**config.mk**
```make
export PLATFORM = sky130hd
export DESIGN_NAME = videoram_bw
export DESIGN_NICKNAME = d
export VERILOG_FILES = /design/src/rtl/videoram_bw.sv
export SDC_FILE = /design/constraint.sdc
export NUM_CORES = 2
export LEC_CHECK = 0
export ABC_AREA = 1
export BUFFER_PORTS_ARGS = -buffer_cell sky130_fd_sc_hd__buf_2
export CAP_MARGIN = 40
export CORE_MARGIN = 5
export CORE_UTILIZATION = 40
export CTS_CLUSTER_SIZE = 8
export DETAILED_ROUTE_END_ITERATION = 8
export PLACE_DENSITY = 0.57
export SLEW_MARGIN = 20
export SYNTH_ARGS = -nofsm -noshare
export SYNTH_HDL_FRONTEND = slang
export SYNTH_SLANG_ARGS = --single-unit
```
**constraint.sdc**
```tcl
create_clock -name clk -period 9.4 [get_ports clk]
set_input_delay 0.47 -clock clk [delete_from_list [all_inputs] [get_ports clk]]
set_output_delay 0.47 -clock clk [all_outputs]
set_load 0.05 [all_outputs]
```
**src/rtl/videoram_bw.sv**
```systemverilog
// Dual-port video RAM: masked CPU writes, fill engine, and a read path
// with selectable latency and read-during-write behaviour.
module videoram_bw #(
  parameter int DWIDTH  = 16,
  parameter int AWIDTH  = 8,
  parameter int RLAT    = 1,
  parameter int RDW_NEW = 0
) (
  input  logic                  clk,
  input  logic                  reset,
  input  logic                  we,
  input  logic [DWIDTH/8-1:0]   wmask,
  input  logic [AWIDTH-1:0]     waddr,
  input  logic [DWIDTH-1:0]     wdata,
  input  logic                  re,
  input  logic [AWIDTH-1:0]     raddr,
  output logic [DWIDTH-1:0]     rdata,
  output logic                  rvalid,
  input  logic                  fill_start,
  input  logic [DWIDTH-1:0]     fill_data,
  output logic                  busy
);

  localparam int NL    = DWIDTH / 8;
  localparam int DEPTH = 2 ** AWIDTH;

  typedef enum logic {IDLE, FILL} state_e;

  state_e              state_q;
  logic                busy_q;
  logic [AWIDTH-1:0]   cnt_q;
  logic [DWIDTH-1:0]   fword_q;

  logic [DWIDTH-1:0]   mem [DEPTH];

  logic [NL-1:0]       lane_en;
  logic [AWIDTH-1:0]   wa;
  logic [DWIDTH-1:0]   wd;
  logic [DWIDTH-1:0]   old_w;
  logic [DWIDTH-1:0]   rd_w;

  logic [DWIDTH-1:0]   r1_q;
  logic                v1_q;

  // Write port owner: fill engine while busy, otherwise the CPU.
  always_comb begin
    lane_en = '0;
    wa      = waddr;
    wd      = wdata;
    if (state_q == FILL) begin
      lane_en = '1;
      wa      = cnt_q;
      wd      = fword_q;
    end else begin
      lane_en = wmask & {NL{we & ~busy_q}};
    end
  end

  // Read word, optionally forwarding the lanes written this same cycle.
  always_comb begin
    old_w = mem[raddr];
    rd_w  = old_w;
    for (int i = 0; i < NL; i++) begin
      if ((RDW_NEW != 0) && (wa == raddr) && lane_en[i]) begin
        rd_w[8*i +: 8] = wd[8*i +: 8];
      end
    end
  end

  // Byte-lane array write; reset blocks any write in its cycle.
  always_ff @(posedge clk) begin
    if (!reset) begin
      for (int i = 0; i < NL; i++) begin
        if (lane_en[i]) begin
          mem[wa][8*i +: 8] <= wd[8*i +: 8];
        end
      end
    end
  end

  // Fill engine: sweep every address once, busy mirrors the FILL state.
  always_ff @(posedge clk) begin
    if (reset) begin
      state_q <= IDLE;
      busy_q  <= 1'b0;
      cnt_q   <= '0;
      fword_q <= '0;
    end else begin
      unique case (state_q)
        IDLE: begin
          if (fill_start) begin
            state_q <= FILL;
            busy_q  <= 1'b1;
            cnt_q   <= '0;
            fword_q <= fill_data;
          end
        end
        FILL: begin
          cnt_q <= cnt_q + 1'b1;
          if (cnt_q == {AWIDTH{1'b1}}) begin
            state_q <= IDLE;
            busy_q  <= 1'b0;
          end
        end
        default: begin
          state_q <= IDLE;
          busy_q  <= 1'b0;
        end
      endcase
    end
  end

  // First read stage: capture on re, hold otherwise.
  always_ff @(posedge clk) begin
    if (reset) begin
      r1_q <= '0;
      v1_q <= 1'b0;
    end else begin
      v1_q <= re;
      if (re) begin
        r1_q <= rd_w;
      end
    end
  end

  generate
    if (RLAT == 2) begin : g_lat2
      logic [DWIDTH-1:0] r2_q;
      logic              v2_q;

      // Extra output register for the two-cycle read path.
      always_ff @(posedge clk) begin
        if (reset) begin
          r2_q <= '0;
          v2_q <= 1'b0;
        end else begin
          v2_q <= v1_q;
          if (v1_q) begin
            r2_q <= r1_q;
          end
        end
      end

      assign rdata  = r2_q;
      assign rvalid = v2_q;
    end else begin : g_lat1
      assign rdata  = r1_q;
      assign rvalid = v1_q;
    end
  endgenerate

  assign busy = busy_q;

endmodule

```
== Word-level counts from Yosys, hierarchy flattened ==
Memories as Yosys holds them, arrays and structs flattened. A register that Yosys moved wholly into a read port is not among the register bits.
Index checks and enable logic that the tools add are counted.

* Output and inout bits: 18
* Logic and storage cells: 33
* Input port bits: 55
* Register bits: 27
* Bits in writable memories: 4096
* Memories kept: 1

* Add/subtract/negate cells: 1
* Reductions and logical operators: 2
* Eq/ne operators: 3
* Bitwise logic cells: 4
* Multiplexer cells: 17

{| class="wikitable"
|+ Memory list
! name !! depth !! bits a word !! rd ports !! clocked after Yosys merged registers in !! wr ports !! RTL line !! text
|-
| mem || 256 || 16 || 1 || 1 || 1 || 34 || <nowiki>logic [DWIDTH-1:0] mem [DEPTH];</nowiki>
|}

{| class="wikitable"
|+ Operators with widths
! operator !! number
|-
| $mux 16 || 1
|-
| $mux 8 || 2
|-
| $pmux 8 s2 || 1
|-
| $mux 1 || 10
|-
| $add 8x1->8 const B || 1
|-
| $eq 8x8->1 const B || 1
|-
| $pmux 1 s2 || 2
|-
| $reduce_and 2->1 || 2
|-
| $and 2x2->2 || 1
|-
| $mux 2 || 1
|-
| $ne 2x1->1 const B || 1
|-
| $ne 2x2->1 const B || 1
|-
| $not 1->1 || 2
|-
| $and 1x1->1 || 1
|}

== Logic depth before layout (Yosys ltp) ==
* Depth after elaboration: 7
* Gate-level depth with buffers: 17

== Worst setup path after synthesis ==
Ideal clock, no wire load.

* Path type: register -> register
* Start: register state_q
* End: memory mem[0][10] (data pin)
* Stages on the path, launching flop included: 6
* Required time: 8.578 ns
* Arrival: 4.160 ns
* Clock period less this slack: 4.982 ns
* Slack: 4.418 ns
* Path buffers: 3
* Cell sequence: dfxtp_1 buf_4 clkbuf_1 clkbuf_1 nand2_1 nand2_1

* Word-level cells in the longest chain between the ends: 1

{| class="wikitable"
|+ Ends and longest elaborated chain
! what !! RTL line !! text
|-
| start: declaration || 29 || <nowiki>state_e state_q;</nowiki>
|-
| start signal: assignment || 84 || <nowiki>state_q <= IDLE;</nowiki>
|-
| start signal: assignment || 92 || <nowiki>state_q <= FILL;</nowiki>
|-
| start signal: assignment || 101 || <nowiki>state_q <= IDLE;</nowiki>
|-
| $mux 16 || 50 || <nowiki>if (state_q == FILL) begin</nowiki>
|-
| via wd[10] || 38 || <nowiki>logic [DWIDTH-1:0] wd;</nowiki>
|-
| end: declaration || 34 ||
|}

The timed path passes the listed nets, and every way through them passes these cells.

== Worst setup path in the final report ==
* Start: register state_q
* End: memory mem[162][4], enable pin

* Word-level cells in the longest chain between the ends: 4
* Elaborated cells between the ends (all ways): 5

{| class="wikitable"
|+ Ends and longest elaborated chain
! what !! RTL line !! text
|-
| $mux 2 || 50 ||
|-
| $mux 1 || 74 || <nowiki>if (lane_en[i]) begin</nowiki>
|-
| $mux 1 || 72 || <nowiki>if (!reset) begin</nowiki>
|-
| $mux 1 (not written as such) || 75 || <nowiki>mem[wa][8*i +: 8] <= wd[8*i +: 8];</nowiki>
|}

Several ways; a longest one is shown, not always the timed one.

==> impl_metrics.yaml <==
flow_run:
  maxCapViolations: 0
drt:
  drt_wirelength_mm: 517.9
  drtPass1Iterations: 6
  antenna_left: 0
  num_vias: 113600
  vias_per_cell: 5.545
  drcViolationCount: 0
  drt_iter0_drc: 12930
  drt-wirelength-per-cell_um: 25.29
final_layout:
  postLayoutCellArea_sq_um: 193500
  num-nets-final: 14710
  layout-area-overhead-vs-synth_pct: 14.25
  final_util: 0.4577
  post_route_cells_drive_above_1_share: 0.09036
  final.fill_count: 38060
floorplanning:
  floorplan.io_pins: 73
  initial_utilization: 0.4006
  row_count: 239
  placeableCoreArea_sq_um: 422800
  chipWidth_um: 660.7
  die_h_um: 660.7
  die-area_sq_um: 436600
power_and_ir_drop:
  design_power_total_w: 0.04253
  largest_voltage_drop_on_the_vdd_net_uv: 198.6
  power.density_nw_per_um2: 219.8
  static-leakage-power_nw: 67.92
place:
  postPlaceCellArea_sq_um: 175800
  place_congestion: 0.8436
  dpl.hpwl_mm: 299.8
  dpl_worst_slack_ns: 4.558
  place.port_buffers: 72
logic_synthesis:
  fraction_of_the_yosys_area_taken_by_sequential_cells: 0.7313
  ys_warn_count: 0
  synth.top_cells.by_count: "nand2_1, edfxtp_1, nand3_1"
  synthCells: 14420
  synth_edf_count: 4096
  yosysTopAreaCell: "edfxtp_1"
  synthTopCellsByArea: "edfxtp_1, nand3_1, nand2_1, buf_2, nor2_1"
  mappedNetlistNets: 14470
  netlist_area_before_placement_sq_um: 169400
  synthArstFlopShare: 0
  primary_ff_master_synth: "edfxtp_1"
  synth_cell_types: 28
  postSynthRegisterBits: 4139
  yosysTopAreaCellShare: 0.7262
  syn_area_per_cell_sq_um: 11.75
  synthMostInstantiatedCell: "nand2_1"
worst_setup_path:
  timing.critical_path.to_type: "flip-flop"
  required_ns: 10.01
  setup.worst_path.start: "state_q"
  critPathKind: "reg2reg"
  reg2reg_slack_ns: 4.74
  crit_fanout: 16
  critPathLaunchType: "flip-flop"
  launch_point_of_the_worst_reg_to_reg_path: "state_q"
  cp_data_arrival_time_ns: 5.27
clocking:
  post-cts-setup-buffers: 0
  tritoncts: "yes"
  cts_sinks: 4139
  clock_tree.htree_level_count: 6
  clock_latency_late_sink_ns: 1.04
  clock_tree.root_cell: "clkbuf_16"
  numCtsBuffers: 588
  clk_pin_slew_worst_paths_ns: 0.05
  clk_path_buf_depth: 4
timing:
  final_period_minus_worst_setup_slack_ns: 4.660
  finalMaxSlewViolations: 0
  timing.max_slew.rel_slack: 0.1327
  setup_tns_after_final_layout_ns: 0
  fin_skew_ns: 0.08129
  postLayoutSetupSlackWorst_ns: 4.740
  fmax_mhz: 214.6
  setup_viol: 0
  hold_viol: 0
  timing_worst_slew_pin_value_ns: 1.301
  rsz0062_at_grt: "no"
  post-route-period-util: 0.4957
hold_path:
  min-delay-path-class: "in2reg"
  hold_startpoint: "reset"
global_routing:
  first_pass_grt_wire_length_mm: 751.9
  antenna_found_initial: 21
  grt_pass1_vias: 107000
  grt_remaining_overflow: 0
  groute.usage.overall: 0.2300
  grt_start_max_net_pins: 192
run_status:
  status: "completed"
## flip-flops by register name, summed over array words and instances (netlist names)
signal and flops:
mem 4096, fword_q 16, rdata 16, cnt_q 8, busy 1, rvalid 1, state_q 1
## through the flow
step                      hold WS, ns  cells
after detailed placement       0.4719  19570
after CTS                    0.007298  20330
after global placement         0.4623  19330
after global routing          0.07437  20460
final                         0.09803  20480
after floorplan                0.4535  14420
## critical path, stage by stage (launching register included)
cell,delay [ns]
dfxtp_2,0.58
inv_1,0.39
nor2_1,0.18
inv_1,0.07
o21ai_0,0.27
nand2_1,0.41
nor2_4,0.53
buf_4,0.65
nand2_1,0.33
nor2_1,0.73
## layout make-up
type | count | area (sq um) | share of cell area
inverters | 42 | 210.2 | 0.001086
clock buffers | 685 | 15290 | 0.07901
repair buffers | 654 | 6018 | 0.03110
flip-flops and latches | 4139 | 123900 | 0.6400
diodes | 19 | 47.55 | 0.0002457
multi-input cells | 9227 | 40120 | 0.2073
clock inverters | 50 | 889.6 | 0.004597
well taps | 5663 | 7086 | 0.03661
## where the power goes
group          total, W  internal, W  switching, W
sequential       0.0206       0.0206     0.0000241
clock            0.0191       0.0114       0.00767
combinational   0.00284     0.000595       0.00225
## per-layer routing
layer | track usage | up-vias | wire length (um)
met5 | 0 | - | 51
met4 | 0.08947 | 8 | 20750
met3 | 0.04247 | 867 | 45200
met2 | 0.3579 | 5115 | 238600
met1 | 0.3212 | 56200 | 213300
li1 | - | 51370 | -
## cells in the final DEF (no fill, tap or decap), drive strengths merged
| cell | n |
|---|---|
| o21ai | 22 |
| nand3 | 4051 |
| buf | 630 |
| nand2 | 4522 |
| a311oi | 2 |
| nor2 | 617 |
| clkbuf | 685 |
| dlygate4sd3 | 24 |
| edfxtp | 4096 |
| o22ai | 1 |
| ha | 1 |
| diode | 19 |
| inv | 63 |
| a21oi | 5 |
| a211oi | 2 |
| nor3 | 1 |
| clkinv | 27 |
| or2 | 1 |
| dfxtp | 43 |
| bufinv | 2 |
| a22oi | 2 |
## logic make-up (layout without fill, tap and decap cells)
family,count (synthesis),after routing,share of synthesized area
and+or+nand+nor,9192,9192,0.2341
AOI/OAI and AO/OA,34,34,0.001115
other,0,19,0
buffers and inverters,1049,1431,0.03346
adders and majority gates,1,1,0.00007386
DFF,4139,4139,0.7313
## timing repair
item	4_1_cts	5_1_grt
gates resized for setup	0	0
hold endpoints to repair	53	0
hold buffers	24	0
endpoints found under the setup margin	0	0
## worst paths after layout
check                              endpoint  cells past startpoint
worst max-delay path            mem[162][4]                      9
worst min-delay path               cnt_q[1]                      3
worst min register to register     cnt_q[7]                      1
worst max register to register  mem[162][4]                      9
Power figures use the tool's default switching activity.
